--- src/rtl/uart_cmd_ctrl.sv ---
// UART command-frame controller: hunts SYNC, checks an XOR-protected frame and replays its payload as register writes.
// Optional inter-byte timeout is built in when UART_CMD_TIMEOUT_EN is defined.
module uart_cmd_ctrl #(
    parameter logic [7:0] SYNC    = 8'hA5,
    parameter int         MAX_LEN = 16,
    parameter int         LEN_BIT = 5,
    parameter int         TO_CYC  = 1_000_000,
    parameter int         TO_BIT  = 20
) (
    input  logic       clk,
    input  logic       reset,
    input  logic       rx_empty,
    input  logic [7:0] r_data,
    output logic       rd_uart,
    output logic       reg_wr,
    output logic [7:0] reg_addr,
    output logic [7:0] reg_wdata,
    output logic       frame_ok,
    output logic       frame_err,
    output logic       busy
);

    localparam int                 BUF_AW    = (MAX_LEN > 1) ? $clog2(MAX_LEN) : 1;
    localparam logic [7:0]         MAX_LEN_B = 8'(MAX_LEN);
    localparam logic [LEN_BIT-1:0] IDX_ONE   = LEN_BIT'(1);

    if ((2 ** LEN_BIT) <= MAX_LEN || (2 ** TO_BIT) <= TO_CYC || MAX_LEN < 1 || MAX_LEN > 255)
    begin : g_param_check
        $error("uart_cmd_ctrl: illegal parameter combination");
    end

    typedef enum logic [2:0] {
        S_IDLE,
        S_ADDR,
        S_LEN,
        S_DATA,
        S_CHK,
        S_WRITE
    } state_t;

    state_t             state, state_d;
    logic [7:0]         addr_q, addr_d;
    logic [7:0]         chk_q, chk_d;
    logic [LEN_BIT-1:0] len_q, len_d;
    logic [LEN_BIT-1:0] idx_q, idx_d;
    logic               reg_wr_d, frame_ok_d, frame_err_d;
    logic [7:0]         reg_addr_d, reg_wdata_d;
    logic               buf_we;
    logic               consuming;
    logic               pop;
    logic [7:0]         pay_buf [MAX_LEN];

`ifdef UART_CMD_TIMEOUT_EN
    localparam logic [TO_BIT-1:0] TO_LAST = TO_BIT'(TO_CYC - 1);
    localparam logic [TO_BIT-1:0] TO_ONE  = TO_BIT'(1);
    logic [TO_BIT-1:0] to_cnt_q, to_cnt_d;
`endif

    assign consuming = (state != S_WRITE);
    assign pop       = consuming & ~rx_empty;
    assign rd_uart   = pop & ~reset;
    assign busy      = (state != S_IDLE);

    // NOTE: every variable gets a default before the case so no path can infer a latch.
    always_comb begin
        state_d     = state;
        addr_d      = addr_q;
        chk_d       = chk_q;
        len_d       = len_q;
        idx_d       = idx_q;
        reg_wr_d    = 1'b0;
        reg_addr_d  = reg_addr;
        reg_wdata_d = reg_wdata;
        frame_ok_d  = 1'b0;
        frame_err_d = 1'b0;
        buf_we      = 1'b0;

        unique case (state)
            S_IDLE: begin
                if (pop && r_data == SYNC) state_d = S_ADDR;
            end
            S_ADDR: begin
                if (pop) begin
                    addr_d  = r_data;
                    chk_d   = r_data;
                    state_d = S_LEN;
                end
            end
            S_LEN: begin
                if (pop) begin
                    if (r_data == 8'h00 || r_data > MAX_LEN_B) begin
                        frame_err_d = 1'b1;
                        state_d     = S_IDLE;
                    end else begin
                        len_d   = LEN_BIT'(r_data);
                        chk_d   = chk_q ^ r_data;
                        idx_d   = '0;
                        state_d = S_DATA;
                    end
                end
            end
            S_DATA: begin
                if (pop) begin
                    buf_we = 1'b1;
                    chk_d  = chk_q ^ r_data;
                    idx_d  = idx_q + IDX_ONE;
                    if (idx_q + IDX_ONE == len_q) state_d = S_CHK;
                end
            end
            S_CHK: begin
                if (pop) begin
                    if (r_data == chk_q) begin
                        // Outputs are registered, so the first write is launched here;
                        // idx then counts writes already presented.
                        reg_wr_d    = 1'b1;
                        reg_addr_d  = addr_q;
                        reg_wdata_d = pay_buf[0];
                        frame_ok_d  = (len_q == IDX_ONE);
                        idx_d       = IDX_ONE;
                        state_d     = S_WRITE;
                    end else begin
                        frame_err_d = 1'b1;
                        state_d     = S_IDLE;
                    end
                end
            end
            S_WRITE: begin
                if (idx_q == len_q) begin
                    state_d = S_IDLE;
                end else begin
                    reg_wr_d    = 1'b1;
                    reg_addr_d  = addr_q + 8'(idx_q);
                    reg_wdata_d = pay_buf[idx_q[BUF_AW-1:0]];
                    frame_ok_d  = (idx_q + IDX_ONE == len_q);
                    idx_d       = idx_q + IDX_ONE;
                end
            end
            default: state_d = S_IDLE;
        endcase

`ifdef UART_CMD_TIMEOUT_EN
        to_cnt_d = '0;
        if (state != S_IDLE && state != S_WRITE && rx_empty) begin
            if (to_cnt_q == TO_LAST) begin
                frame_err_d = 1'b1;
                state_d     = S_IDLE;
            end else begin
                to_cnt_d = to_cnt_q + TO_ONE;
            end
        end
`endif
    end

    // NOTE: sequential state uses non-blocking assignments so all registers update from pre-edge values.
    always_ff @(posedge clk or posedge reset) begin
        if (reset) begin
            state     <= S_IDLE;
            addr_q    <= '0;
            chk_q     <= '0;
            len_q     <= '0;
            idx_q     <= '0;
            reg_wr    <= 1'b0;
            reg_addr  <= '0;
            reg_wdata <= '0;
            frame_ok  <= 1'b0;
            frame_err <= 1'b0;
        end else begin
            state     <= state_d;
            addr_q    <= addr_d;
            chk_q     <= chk_d;
            len_q     <= len_d;
            idx_q     <= idx_d;
            reg_wr    <= reg_wr_d;
            reg_addr  <= reg_addr_d;
            reg_wdata <= reg_wdata_d;
            frame_ok  <= frame_ok_d;
            frame_err <= frame_err_d;
        end
    end

`ifdef UART_CMD_TIMEOUT_EN
    always_ff @(posedge clk or posedge reset) begin
        if (reset) to_cnt_q <= '0;
        else       to_cnt_q <= to_cnt_d;
    end
`endif

    // NOTE: the payload store has no reset; every entry is written before a write burst reads it.
    always_ff @(posedge clk) begin
        if (buf_we) pay_buf[idx_q[BUF_AW-1:0]] <= r_data;
    end

endmodule

--- config.mk ---
export PLATFORM = sky130hd
export DESIGN_NAME = uart_cmd_ctrl
export DESIGN_NICKNAME = d
export VERILOG_FILES = /design/src/rtl/uart_cmd_ctrl.sv
export SDC_FILE = /design/constraint.sdc
export NUM_CORES = 1
export LEC_CHECK = 0
export ABC_AREA = 1
export BUFFER_PORTS_ARGS = -buffer_cell sky130_fd_sc_hd__buf_2
export CAP_MARGIN = 40
export CELL_PAD_IN_SITES_DETAIL_PLACEMENT = 1
export CELL_PAD_IN_SITES_GLOBAL_PLACEMENT = 2
export CORE_MARGIN = 2
export CORE_UTILIZATION = 35
export DETAILED_ROUTE_END_ITERATION = 6
export PLACE_DENSITY = 0.69
export SLEW_MARGIN = 10
export SYNTH_ARGS = -nofsm -noshare
export SYNTH_HDL_FRONTEND = slang
export SYNTH_SLANG_ARGS = --single-unit
--- constraint.sdc ---
create_clock -name clk -period 2.2 [get_ports clk]
set_input_delay 0.33 -clock clk [delete_from_list [all_inputs] [get_ports clk]]
set_output_delay 0.33 -clock clk [all_outputs]
set_load 0.02 [all_outputs]
## Word-level counts from Yosys, hierarchy flattened

Memories as Yosys holds them, arrays and structs flattened.
Cells that the tools add are included.

- Memories kept: 1
- Flip-flop bits (word level): 48
- Logic and storage cells: 102
- Bits in writable memories: 128
- Output and inout port bits: 21
- Input port bits: 11

Memories:

| name | depth | width | read ports | clocked after memory_dff | write ports | RTL line | text |
|---|---|---|---|---|---|---|---|
| pay_buf | 16 | 8 | 2 | 0 | 1 | 51 | `logic [7:0] pay_buf [MAX_LEN];` |

- Muxes and demuxes: 47
- Reductions and logical operators: 14
- Eq/ne operators: 21
- Bitwise operators: 6
- Add/subtract/negate cells: 2
- $lt $le $gt $ge: 1

Operators with widths:

| cell | count |
|---|---|
| 8-bit two-way mux | 10 |
| 8-bit one-hot mux with 2 select lines | 2 |
| 5-bit two-way mux | 6 |
| 3-bit two-way mux | 8 |
| 8-bit one-hot mux with 3 select lines | 1 |
| 2-bit != test (second input constant) | 10 |
| 5-bit one-hot mux with 4 select lines | 1 |
| 3-bit one-hot mux with 6 select lines | 1 |
| 1-bit two-way mux | 14 |
| 7-bit AND reduction | 2 |
| 5-bit equality test | 2 |
| 8-bit by 5-bit adder with 8-bit output | 1 |
| 8-bit equality test | 1 |
| 8-bit equality test (second input constant) | 1 |
| 8-bit by 5-bit greater-than comparator with 1-bit output (second input constant) | 1 |
| 8-bit zero test | 1 |
| 8-bit XOR | 1 |
| 3-bit by 2-bit equality test with 1-bit output (second input constant) | 2 |
| 3-bit equality test (second input constant) | 2 |
| 1-bit one-hot mux with 2 select lines | 3 |
| 3-bit nonzero test | 2 |
| 5-bit by 1-bit adder with 5-bit output (second input constant) | 1 |
| 5-bit by 1-bit equality test with 1-bit output (second input constant) | 1 |
| 5-bit AND reduction | 1 |
| 13 further kinds | 16 |

## Logic depth before layout (Yosys ltp)

Gate-level depths: netlist of the first run.

- Depth after elaboration: 6
- Mapped depth: 15
- Depth with buffers taken out: 13

## Worst setup path before layout of the first run

Ideal clock, no wire load.

- Kind: reg-to-reg
- Start: register state[2]
- End: memory pay_buf[0][0], enable pin
- Setup slack: 210 ps
- Data required time: 1,830 ps
- Stages on the path, launching flop included: 9
- Buffers on the path: 1
- Period minus slack after synthesis: 1,990 ps
- Arrival time: 1,620 ps
- Library setup time: 370 ps
- Cell sequence: dfrtp_1 -> buf_4 -> nor2_8 -> inv_2 -> nor2_1 -> inv_1 -> nor2_1 -> nand2_1 -> nor2_1

- Cells in the longest elaborated chain, start to end: 6
- Elaborated cells on any way between the ends: 7
- Classes of those cells: eq/ne (2); mux (4); bitwise (1)

Ends and longest elaborated chain:

| item | RTL line | text |
|---|---|---|
| from (decl) | 41 | `state_t state, state_d;` |
| from (signal assigned) | 168 | `state <= state_d;` |
| 3-bit != test | 59 | `assign consuming = (state != S_WRITE);` |
| 1-bit bitwise AND | 60 | `assign pop = consuming & ~rx_empty;` |
| 1-bit two-way mux | 103 | `if (pop) begin` |
| 1-bit two-way mux * | 78 | `unique case (state)` |
| 1-bit two-way mux * | 190 | `if (buf_we) pay_buf[idx_q[BUF_AW-1:0]] <= r_data;` |
| 1-bit two-way mux (not written as such) * | 190 |  |
| to (decl) | 51 |  |

Every way passes the cells marked *; elsewhere a longest branch is shown, timed or not.

## Final worst setup path of the first run

- Start: register state[2]
- End: output port rd_uart

- Cells in the longest elaborated chain, start to end: 3

Ends and longest elaborated chain:

| item | RTL line | text |
|---|---|---|
| 3-bit != test | 59 |  |
| 1-bit bitwise AND | 60 |  |
| 1-bit bitwise AND | 61 | `assign rd_uart = pop & ~reset;` |
| to (decl) | 14 | `output logic rd_uart,` |

Every way passes these cells.

==> results of run 1 <==
## flip-flops by register name, summed over array words and instances (netlist names)
register / count
chk_q: 8
reg_addr: 8
reg_wdata: 8
reg_wr: 1
addr_q: 8
len_q: 5
pay_buf: 128
frame_ok: 1
idx_q: 5
state: 3
frame_err: 1
## power groups by stage
| stage | clock network (mW) | registers, mW | logic [mW] |
|---|---|---|---|
| CTS | 3.13 | 4.16 | 3.09 |
| global route | 3.25 | 4.20 | 3.47 |
| floorplan | 0 | 4.28 | 1.97 |
| global placement | 0 | 4.23 | 3.06 |
| finish | 3.06 | 4.16 | 3.05 |
| detailed placement | 0 | 4.23 | 3.07 |
## per-stage QoR
stage | util (%) | instance area (µm²) | total power, mW | worst slack (ns)
after CTS | 41.7 | 9850 | 10.4 | 0.0679
after global routing | 41.7 | 9850 | 10.9 | 0.0103
after global placement | 39.1 | 9240 | 7.29 | 0.241
after detailed placement | 39.1 | 9240 | 7.30 | 0.244
after floorplan | - | 8490 | 6.25 | 0.210
final | 41.7 | 9850 | 10.3 | 0.174
## cell type report
type | count | area, µm²
Inverter | 114 | 428
Clock buffer | 17 | 425
Fill cell | 2763 | 13800
Clock inverter | 15 | 170
Tap cell | 319 | 399
Sequential cell | 176 | 5050
Timing Repair Buffer | 76 | 533
Multi-Input combinational cell | 623 | 2850
## routing by layer
metal	part of all wire [%]	vias to the layer above
li1	-	3187
met1	53	3192
met2	43	88
met3	2.7	20
met4	1.2	0
met5	0	-
## worst max-delay path: cells and delay by family (launching register included)
| family | cells | cell delay, ns |
|---|---|---|
| buffers and inverters | 2 | 0.37 |
| AND/OR/NAND/NOR | 3 | 0.43 |
| flip-flops | 1 | 0.45 |
## cells by family (layout without fill, tap and decap cells)
family | after synthesis | after routing | share of synthesized area, %
flops | 176 | 176 | 59.4
buf+inv | 146 | 222 | 7.03
fa+ha+maj | 10 | 10 | 1.56
compound gates | 73 | 73 | 4.66
simple gates | 537 | 537 | 27.0
xor+xnor | 3 | 3 | 0.310
## synth_stat cells (all sizes together)
master	n	area share (%)
o22ai	1	0.074
clkinv	1	0.044
a21boi	1	0.088
a21oi	20	1.2
xor2	2	0.21
edfxtp	128	45
nor3	3	0.24
fa	1	0.24
dfrtp	48	14
ha	9	1.3
nand3	100	6.2
or2	4	0.29
nand4	11	1.2
nand2	342	15
nor2	76	3.7
o21ai	51	3.3
nand3b	1	0.088
inv	113	5.0
xnor2	1	0.10
clkbuf	10	0.44
buf	22	1.5
## worst min path at each step
stage | startpoint | end | slack (ns) | cells past startpoint
floorplan | r_data[0] | pay_buf[0][0]$_DFFE_PP_ | 0.43 | 0
global placement | reset | chk_q[3]$_DFFE_PP0P_ | 0.33 | 2
detailed placement | reset | chk_q[0]$_DFFE_PP0P_ | 0.33 | 2
CTS | r_data[0] | len_q[0]$_DFFE_PP0P_ | 0.23 | 3
global route | r_data[2] | len_q[2]$_DFFE_PP0P_ | 0.25 | 3
finish | r_data[0] | len_q[0]$_DFFE_PP0P_ | 0.24 | 3
## what timing repair did
item | CTS | global route
setup buffers | 0 | 0
hold buffers | 1 | 0
resized for setup | 0 | 1
setup endpoints to repair | 0 | 1
hold endpoints to repair | 11 | 0
==> results.md, run 1 <==
* Placed cell count at between 1000 and 1500
* Clk_skew at roughly 0.019 ns
* Final HPWL DP at 17.1 mm
* Cell Pwr Density at between 1000 and 1500 nW/µm²
* Post-synth cell types at 39
* WP data arrival at between 1.5 and 2 ns
* Clock tree from TritonCTS: built
* Cell Chain, Critical Path: buf_4 -> nand3_4 -> nand2_1 -> nor2_1 -> buf_2
* Port buffer count at 31
* Worst-Skew Late Latency at roughly 0.44 ns
* Commonest non-fill, non-tap cell in the layout: nand2_1
* Post-DRT Antenna Nets at 0
* Critical Path Start Type: register
* Global routing usage on met2 at between 20% and 30%
* Sw Ratio at a little under two fifths
* Setup crit start: state[2]$_DFFE_PP0P_
* Clk network pwr share at approximately 30%
* Combinational Power Share at 29.7%
* Root buf cell: clkbuf_16
* Seq/Total Area, Yosys at roughly three fifths
* R2R Path End: reg_wdata[0]$_DFFE_PP0P_
* Fmax at around 500 MHz
* Initial antenna violation count at 0
* IO Pins at 32
* H-tree levels at 4
* GRT Util Overall at approximately a fifth
* Routed length per instance at around 19 µm
* Vias/cell at between 4 and 5
* Setup violations, final at 0
* Syn Area/Cell at 8.98 µm²
* Die area at 25500 µm²
* Final Hold Viols at 0
* Reg clk slew, reported paths at around 0.080 ns
* First-pass GRT wire length at slightly below 40 mm
* Fin Setup TNS at 0 ns
* Slowest stage delay, CP at between 0.4 and 0.5 ns
* Longest Clk Path Bufs at 2
* Initial Util at between 30% and 40%
* GR peak layer: met1
* Nets at slightly above 1000
* Met3 usage at under 10%
* Syn. warnings at 0
* Vias at ~6500
* Critical Path Fanout Max at 11
* Layout Cells excl Fill at 1340
* Sink Count at ~180
* Final Slew Violations at 0
* VDD IR-drop max at 427 µV
* Slew HR at around three fifths
* Status: finished clean
* Syn-to-layout area delta at 16.1%
* Hold WS at 0.236 ns
* Num CTS Buffers at 17
* GR Overflow Total at 0
* GR Util met1 at between 30% and 40%
* Post-Syn Area at ~8500 µm²
* Critical path required time at between 1.5 and 2 ns
* Die span in x at roughly 160 µm
* Min-Delay Path Class: in2reg
* Worst-margin pin slew at between 0.5 and 0.6 ns
* Nature of the critical path endpoint: output port
* Number of antenna diodes at 0
* DRC violation count after routing at 0
* Die span in y at between 150 and 200 µm
* Detailed Route Iter0 Violations at between 300 and 400
* Reg2reg setup slack at approximately 0.22 ns
* RePlAce Congestion at between 0.7 and 0.8
* Mapped Cells at 945
* Worst R2R Path Depth at 8
* Syn_nets at ~970
* Unrepaired setup endpoints after global routing: no
* Std cell rows at between 50 and 60
* Number of max-cap violations at 0
* Switching Power at ~3.9 mW
* Max stage delay cell, worst path: dfrtp_1
* Vias in the first global route at 6575
* Ratio of cells with drive above 1 in the final layout at between 10 and 15%
* Worst R2R Start: idx_q[0]$_DFFE_PP0P_
* Yosys reg bits at about 180
* Leak Pwr at around 4.4 nW
* Crit Path Class: reg2out
* Int Pwr at about 6.4 mW
* Part of the power in registers at between 40% and 50%
* Tcrit/Tclk final at slightly above 90%
* Core ar. at ~24000 µm²
* Minimum clock period at a little over 2 ns
* Largest net degree at the start of global routing at between 70 and 80
* Number of detailed-route iterations in the first pass at 4
* End point of the critical path: rd_uart
* Most frequent cells in the layout: nand2_1, edfxtp_1, inv_1
* Final WL at about 25 mm
Note: power is estimated with default switching activity, not from simulation.
==> run 2, diff against run 1 <==
--- a/config.mk
+++ b/config.mk
@@ -7,13 +7,13 @@
 export LEC_CHECK = 0
 export ABC_AREA = 1
 export BUFFER_PORTS_ARGS = -buffer_cell sky130_fd_sc_hd__buf_2
-export CAP_MARGIN = 40
+export CAP_MARGIN = 20
 export CELL_PAD_IN_SITES_DETAIL_PLACEMENT = 1
 export CELL_PAD_IN_SITES_GLOBAL_PLACEMENT = 2
 export CORE_MARGIN = 2
-export CORE_UTILIZATION = 35
+export CORE_UTILIZATION = 39
 export DETAILED_ROUTE_END_ITERATION = 6
-export PLACE_DENSITY = 0.69
+export PLACE_DENSITY = 0.76
 export SLEW_MARGIN = 10
 export SYNTH_ARGS = -nofsm -noshare
 export SYNTH_HDL_FRONTEND = slang
==> results.md, run 2 (synthesized netlist as in run 1, its figures left out) <==
* Status: finished clean
* Detailed Route Iter0 Violations at 350
* Top Family by Delay on Critical Path: simple AND/OR/NAND/NOR gates
* Slowest stage delay, CP at roughly 0.5 ns
* First-pass GRT wire length at 38.6 mm
* Post-CTS Hold Fix Bufs at 1
* Sink Count at approximately 180
* Ratio of cells with drive above 1 in the final layout at 13.9%
* Largest net degree at the start of global routing at 58
* Reg clk slew, reported paths at 0.08 ns
* Critical path required time at between 2 and 2.5 ns
* WP data arrival at 2.16 ns
* Syn-to-layout area delta at 15.0%
* Longest Clk Path Bufs at 2
* H-tree levels at 4
* Post-place setup slack at between 0.15 and 0.2 ns
* Setup violations, final at 0
* Placed Area at approximately 9200 µm²
* Buf+Inv Stages, Crit Path at 4
* Fmax at ~500 MHz
* Post_cts resized at 0
* Final worst-path setup slack at 0.184 ns
* Slew HR at ~59%
* Clock tree from TritonCTS: built
* Post-route cell area at around 9800 µm²
* Fin Setup TNS at 0 ns
* Critical Path Fanout Max at 8
* Std cell rows at 53
* VDD IR-drop max at about 490 µV
* Max stage delay cell, worst path: dfrtp_1
* Footprint of the multi-input gates at between 2000 and 3000 µm²
* Clk_skew at approximately 0.014 ns
* Port buffer count at 31
* Vias at ~6600
* Root buf cell: clkbuf_16
* DRC violation count after routing at 0
* Min-Delay Path Class: in2reg
* Vias/cell at about 5
* Critical Path Start Type: register
* Num CTS Buffers at 17
* Leak Pwr at 4.43 nW
* Most frequent cells in the layout: nand2_1, edfxtp_1, inv_1
* Number of detailed-route iterations in the first pass at 4
* Vias in the first global route at about 7000
* Nature of the critical path endpoint: register
* Final HPWL DP at roughly 17 mm
* Pwr Total at between 10 and 15 mW
* Number of max-cap violations at 0
* Max reg flops at about 130
* Cell Chain, Critical Path: nor2_8 -> inv_2 -> nor2_1 -> inv_1 -> nor2_1 -> buf_4 -> nand2_1 -> nor2_1 -> buf_4
* Fill count at 2511
* Hold WS at between 0.2 and 0.25 ns
* CP dominant cell by count: nor2_1
* Routed length per instance at about 19 µm
* Initial antenna violation count at 0
* Final Slew Violations at 0
* IO Pins at 32
* GR Overflow Total at 0
* Number of antenna diodes at 0
* Worst-Skew Late Latency at 0.44 ns
* Post-DRT Antenna Nets at 0
* Tcrit/Tclk final at approximately nine tenths
* GRT Util Overall at a little under a quarter
* Die span in x at ~150 µm
* Minimum clock period at slightly above 2 ns
* Final WL at 24.5 mm
* Nets at just over 1000
* Die span in y at 152 µm
* Core ar. at around 21000 µm²
* Commonest non-fill, non-tap cell in the layout: nand2_1
* RePlAce Congestion at between 0.8 and 0.9
* Register area at around 5000 µm²
* Crit Path Class: reg2reg
* Unrepaired setup endpoints after global routing: no
* Initial Util at approximately 40%
* Cell Pwr Density at 1030 nW/µm²
* Final Hold Viols at 0
* Post-CTS Setup Bufs at 0
* Die area at roughly 23000 µm²
* Worst-margin pin slew at ~0.61 ns
[run 2: changes by cell type in the layout (fill, tap and decap cells not counted), sizes merged]
| cell | change |
|---|---|
| clkinv | -3 |
| inv | +2 |
| buf | +1 |
| clkbuf | +1 |
[run 2: final timing paths]
path	from	depth (start not counted)	slack [ns]	end
max in group asynchronous	reset	4	1.45	reg_wdata[3]$_DFFE_PP0P_
worst max-delay path	state[2]$_DFFE_PP0P_	9	0.18	pay_buf[6][0]$_DFFE_PP_
worst min-delay path	r_data[0]	3	0.21	len_q[0]$_DFFE_PP0P_
worst max register to register	state[2]$_DFFE_PP0P_	9	0.18	pay_buf[6][0]$_DFFE_PP_
worst min register to register	reg_addr[5]$_DFFE_PP0P_	2	0.51	reg_addr[5]$_DFFE_PP0P_
min in group asynchronous	reset	4	0.49	chk_q[2]$_DFFE_PP0P_
[run 2: metal layers]
layer | GRT usage, % | vias to the layer above | part of all wire (%)
met5 | 0 | - | 0
met4 | 6.25 | 0 | 1.3
met3 | 2.93 | 26 | 3.2
met2 | 37.6 | 109 | 48
met1 | 31.9 | 3252 | 48
li1 | - | 3185 | -
[run 2: power by group]
group / switching [mW] / total [mW] / internal (mW)
Combinational: 2.02 / 2.97 / 0.948
Clock: 1.39 / 2.88 / 1.49
Sequential: 0.335 / 4.22 / 3.88
[run 2: final cells by class]
type	count	share of cell area (%)
clock buffer	18	4.40
clock inverter	14	1.28
inverter	114	4.39
multi-input combinational	623	29.2
sequential	176	51.7
tap	275	3.53
timing repair buffer	77	5.54
[run 2: through the flow]
stage	cells	util [%]
3_5_place_dp	1264	43.3
3_3_place_gp	1264	43.3
5_1_grt	1297	46.0
6_report	1297	46.0
4_1_cts	1297	46.0
2_1_floorplan	945	-
[run 2: worst reg2reg max path, cell delays in order, from the launching register on]
cell and delay (ns):
dfrtp_1 0.49, nor2_8 0.15, inv_2 0.05, nor2_1 0.14
inv_1 0.07, nor2_1 0.10, buf_4 0.15, nand2_1 0.14
nor2_1 0.22, buf_4 0.21
